==> config.mk <==
export PLATFORM = sky130hd
export DESIGN_NAME = demux_1xn_seq
export DESIGN_NICKNAME = d
export VERILOG_FILES = /design/src/rtl/demux_1xn_seq_pkg.sv /design/src/rtl/demux_1xn_seq_lane.sv /design/src/rtl/demux_1xn_seq.sv
export SDC_FILE = /design/constraint.sdc
export NUM_CORES = 1
export LEC_CHECK = 0
export BUFFER_PORTS_ARGS = -buffer_cell sky130_fd_sc_hd__buf_2
export CORE_ASPECT_RATIO = 0.9
export CORE_MARGIN = 5
export CORE_UTILIZATION = 53
export DETAILED_ROUTE_END_ITERATION = 6
export GPL_TIMING_DRIVEN = 0
export MAX_ROUTING_LAYER = met4
export PLACE_DENSITY = 0.94
export SLEW_MARGIN = 20
export SYNTH_ARGS = -nofsm -noshare
export SYNTH_HDL_FRONTEND = slang
export SYNTH_HIERARCHICAL = 1
export SYNTH_SLANG_ARGS = --single-unit
==> constraint.sdc <==
create_clock -name clk -period 3.67 [get_ports clk]
set_input_delay 0.5505 -clock clk [delete_from_list [all_inputs] [get_ports clk]]
set_output_delay 0.5505 -clock clk [all_outputs]
set_load 0.05 [all_outputs]
==> src/rtl/demux_1xn_seq_pkg.sv <==
// Shared definitions for the 1-to-N registered demultiplexer.
// Default geometry, the select-mode encoding and the pointer wrap helper.
package demux_1xn_seq_pkg;

   localparam int DEF_N = 4;
   localparam int DEF_W = 4;

   typedef enum logic {
      MODE_SEL = 1'b0,
      MODE_RR  = 1'b1
   } mode_e;

   function automatic int unsigned wrap_inc(
      input int unsigned v,
      input int unsigned n
   );
      return (v + 1 >= n) ? 0 : v + 1;
   endfunction

endpackage

==> src/rtl/demux_1xn_seq_lane.sv <==
// One-entry lane holding register with valid/ack handshake.
// A write in the same cycle as an ack reloads the lane without a bubble.
module demux_lane #(
   parameter int W = 4
) (
   input  logic         clk,
   input  logic         rst_n,
   input  logic         wr,
   input  logic [W-1:0] wdata,
   input  logic         ack,
   output logic [W-1:0] q,
   output logic         valid
);

   always_ff @(posedge clk or negedge rst_n) begin
      if (!rst_n) begin
         q     <= '0;
         valid <= 1'b0;
      end else if (wr) begin
         q     <= wdata;
         valid <= 1'b1;
      end else if (ack) begin
         // data is kept on drain, only the valid flag drops
         valid <= 1'b0;
      end
   end

endmodule

==> src/rtl/demux_1xn_seq.sv <==
// Registered 1-to-N demultiplexer with explicit or round-robin lane choice.
// Back-pressure on a lane stalls only writes aimed at that lane.
module demux_1xn_seq
   import demux_1xn_seq_pkg::*;
#(
   parameter  int N  = DEF_N,
   parameter  int W  = DEF_W,
   localparam int SW = $clog2(N)
) (
   input  logic           clk,
   input  logic           rst_n,
   input  logic           En,
   input  logic           mode,
   input  logic [W-1:0]   d,
   input  logic [SW-1:0]  sel,
   input  logic           in_valid,
   output logic           in_ready,
   output logic [SW-1:0]  cur_lane,
   output logic [N*W-1:0] o,
   output logic [N-1:0]   o_valid,
   input  logic [N-1:0]   o_ack,
   output logic [7:0]     xfer_cnt
);

   logic [SW-1:0] rr_ptr;
   logic [SW-1:0] tgt;
   logic [N-1:0]  hit;
   logic [N-1:0]  wr;
   logic          accept;
   logic          rr_mode;

   assign rr_mode  = (mode == MODE_RR);
   assign tgt      = rr_mode ? rr_ptr : sel;
   assign cur_lane = tgt;

   // an out-of-range select decodes to no lane at all
   always_comb begin
      hit = '0;
      for (int k = 0; k < N; k++)
         hit[k] = (tgt == SW'(k));
   end

   assign in_ready = En & rst_n & (|(hit & (~o_valid | o_ack)));
   assign accept   = in_valid & in_ready;
   assign wr       = hit & {N{accept}};

   always_ff @(posedge clk or negedge rst_n) begin
      if (!rst_n)
         rr_ptr <= '0;
      else if (accept && rr_mode)
         rr_ptr <= SW'(wrap_inc(32'(rr_ptr), N));
   end

   always_ff @(posedge clk or negedge rst_n) begin
      if (!rst_n)
         xfer_cnt <= '0;
      else if (accept)
         xfer_cnt <= xfer_cnt + 8'd1;
   end

   for (genvar k = 0; k < N; k++) begin : g_lane
      demux_lane #(.W(W)) u_lane (
         .clk   (clk),
         .rst_n (rst_n),
         .wr    (wr[k]),
         .wdata (d),
         .ack   (o_ack[k]),
         .q     (o[k*W +: W]),
         .valid (o_valid[k])
      );
   end

endmodule

==> metrics.md <==
| Metric | Value |
|---|---|
| Clock power frac | `around 16%` |
| Max Slew Vio Count | `0` |
| First-pass GRT wire length | `between 4000 and 5000 um` |
| Routed WL | `2740 um` |
| Area growth, synth to finish | `24.7%` |
| Seq cells post-synth | `30` |
| Ant. Diodes | `0` |
| ANT nets after route | `0` |
| DR pass1 iterations | `4` |
| Comb pwr share | `50.0%` |
| Die H | `58.2 um` |
| Clock latency on the worst-skew pair | `0.32 ns` |
| Die width | `63.5 um` |
| Number of DRC violations after detailed-routing iteration 0 | `12` |
| # nets final | `170` |
| Clock Skew | `0.0108 ns` |
| Max H-tree Level | `2` |
| Placer Congestion | `0.774` |
| Worst-Margin Slew | `0.798 ns` |
| Flop pwr share | `34.3%` |
| Main flop type after synthesis | `dfrtp_1` |
| Slew headroom | `between 40% and 50%` |
| Crit-path max FO | `32` |
| GRT Overall Usage | `16.6%` |
| Post-synth cell types | `23` |
| Depth of the most critical reg-to-reg path | `7` |
| Slowest cell on the critical path | `nor3_1` |
| Yosys warns | `6` |
| Final Setup Violations | `0` |
| End of the worst register-to-register path | `g_lane[2].u_lane/q[1]$_DFFE_PN0P_` |
| Mapped Area | `1370 um2` |
| Cell family with most CP delay | `simple AND/OR/NAND/NOR gates` |
| Hold Buf Count CTS | `0` |
| Worst Setup Slack, final | `0.971 ns` |
| R2R Setup Slk | `1.03 ns` |
| R2R Path Start | `rr_ptr[0]$_DFFE_PN0P_` |
| Crit start category | `input port` |
| Vias | `965` |
| EDFF count, synth | `0` |
| Max Fclk | `about 0.37 GHz` |
| HP Class | `input port to async pin` |
| CTS tree | `yes` |
| Pwr Density | `932 nW/um2` |
| Post-Place Cells | `174` |
| IO Pins | `46` |
| Fin. Hold Viols | `0` |
| Largest net degree at the start of global routing | `33` |
| Post-route insts no fill | `182` |
| Lkg Pwr | `0.898 nW` |
| Post-CTS sizing | `0` |
| CTS root buffer | `clkbuf_4` |
| Starting Density | `55.4%` |
| Worst Path Required | `slightly below 4 ns` |
| Clock period minus worst slack | `approximately 2.7 ns` |
| Psw | `782 uW` |
| Drt drc | `0` |
| Setup TNS | `0 ns` |
| Vias in the first global route | `roughly 1000` |
| Remaining global-route overflow | `0` |
| Int Pwr | `806 uW` |
| IO buf count | `45` |
| Tcrit/Tclk final | `73.5%` |
| Async S/R FF share, synth | `100%` |
| Sequential area share after synthesis | `between 50% and 60%` |
| Switching share of total power | `between 40% and 50%` |
| CP endpoint kind | `flip-flop` |
| Max-capacitance violation count | `0` |
| Syn avg cell area | `~14 um2` |
| Crit path cell chain | `buf_2 > nand3_1 > inv_1 > nand2b_4 > nor3_1 > mux2_2` |
| Num CTS Buffers | `5` |
| Status | `finished clean` |
| Initial antenna violation count | `0` |
| Clock-pin slew on the worst setup and hold paths | `0.10 ns` |
| Total Die Area | `around 3700 um2` |
| RSZ-0062 raised after global routing | `no` |
| WP data arrival | `2.91 ns` |
| Clock sink total | `30` |
| Via density | `5.30` |
| Syn Nets | `118` |
| CTS Buffer Depth | `2` |
| Gate Count Post-Synth | `101` |
| CP Buf/Inv Count | `2` |
| Share of cells above drive strength 1 | `53.2%` |
| CP peak stage delay | `0.62 ns` |
| Core area | `around 2500 um2` |
| Wire per inst | `around 15 um` |
| # rows | `17` |
| Postcts setup bufs | `0` |
| Dpl hpwl | `about 2200 um` |
| Max IR drop VDD | `0.000869 V` |
| Crit Path Category | `input port to flip-flop` |
| Dpl ws | `0.554 ns` |
-- cell usage in the layout (no fill, tap or decap), types with 4 or more instances in the layout --
| cell | n |
|---|---|
| a21o_2 | 4 |
| buf_2 | 45 |
| clkbuf_4 | 5 |
| dfrtp_1 | 30 |
| inv_1 | 7 |
| mux2_2 | 16 |
| nand3_1 | 4 |
| nor2_1 | 5 |
| nor2b_1 | 4 |
| xor2_1 | 5 |
-- cells in the mapped netlist, types with 2 or more instances --
cell type	count	area, um2
nand3_1	4	20.0
nor4b_2	3	45.0
mux2_1	3	33.8
xor2_1	5	43.8
mux2i_1	3	30.0
dfrtp_1	30	751
inv_1	7	26.3
nor2b_1	4	25.0
nor2_1	5	18.8
mux2_2	16	180
xnor2_1	2	17.5
a21o_2	4	35.0
nand2_1	2	7.51
nor3_1	3	15.0
ha_1	2	25.0
-- metal layers --
| metal | GRT usage [%] | share of wire, % | vias up | wire length (um) |
|---|---|---|---|---|
| li1 | - | - | 456 | - |
| met1 | 18.4 | 42 | 482 | 1140 |
| met2 | 27.7 | 52 | 25 | 1430 |
| met3 | 5.23 | 4.9 | 2 | 133 |
| met4 | 6.82 | 1.1 | 0 | 29 |
| met5 | - | 0 | - | 0 |
-- cell families (layout without fill, tap and decap cells) --
| family | after synthesis | in the layout | share of synthesized area (%) |
|---|---|---|---|
| AND/OR/NAND/NOR | 26 | 26 | 13.5 |
| adder cells (fa/ha/maj) | 2 | 2 | 1.83 |
| flip-flops | 30 | 30 | 54.9 |
| multiplexers | 24 | 24 | 20.5 |
| XOR/XNOR | 7 | 7 | 4.49 |
| AO/OA/AOI/OAI | 4 | 4 | 2.56 |
| buffers and inverters | 8 | 61 | 2.20 |
-- worst max path at each step --
stage / from / end / slack (ns) / depth (start not counted)
2_1_floorplan: mode / in_ready / 0.96 / 4
3_3_place_gp: rst_n / g_lane[3].u_lane/q[0]$_DFFE_PN0P_ / 0.68 / 6
3_5_place_dp: rst_n / g_lane[2].u_lane/q[1]$_DFFE_PN0P_ / 0.55 / 6
4_1_cts: rst_n / g_lane[2].u_lane/q[1]$_DFFE_PN0P_ / 0.91 / 6
5_1_grt: rst_n / g_lane[2].u_lane/q[3]$_DFFE_PN0P_ / 0.70 / 6
6_report: rst_n / g_lane[2].u_lane/q[1]$_DFFE_PN0P_ / 0.97 / 6
-- worst reg2reg max path, cell delays in order (launching register included) --
cell,delay [ns]
dfrtp_1,0.42
mux2i_1,0.28
inv_2,0.13
mux2i_2,0.28
mux2i_4,0.18
nand2b_4,0.20
nor3_1,0.62
mux2_2,0.43
-- power groups by stage --
| stage | logic (mW) | clock network [mW] | registers, mW |
|---|---|---|---|
| finish | 0.794 | 0.250 | 0.544 |
| global route | 0.830 | 0.272 | 0.565 |
| CTS | 0.802 | 0.255 | 0.544 |
| detailed placement | 0.801 | 0 | 0.549 |
| global placement | 0.784 | 0 | 0.538 |
| floorplan | 0.204 | 0 | 0.951 |
-- registers in the layout (all words and copies together), names as in the netlist --
signal / count
g_lane.u_lane/q: 16
g_lane.u_lane/valid: 4
rr_ptr: 2
xfer_cnt: 8
-- through the flow --
stage | instance area [um2] | hold slack, ns | power (mW) | utilization, %
finish | 1700 | 0.252 | 1.59 | 69.1
global route | 1700 | 0.296 | 1.67 | 69.1
detailed placement | 1630 | 0.455 | 1.35 | 65.9
global placement | 1630 | 0.451 | 1.32 | 65.9
floorplan | 1370 | 0.255 | 1.15 | -
CTS | 1700 | 0.264 | 1.60 | 69.1
-- cell type report --
| class | instances | area [um2] |
|---|---|---|
| timing repair buffer | 45 | 225 |
| sequential | 30 | 751 |
| inverter | 8 | 30.0 |
| clock inverter | 3 | 40.0 |
| clock buffer | 5 | 37.5 |
| fill | 182 | 763 |
| tap | 28 | 35.0 |
| multi-input combinational | 63 | 586 |
Note: power is estimated with default switching activity, not from simulation.
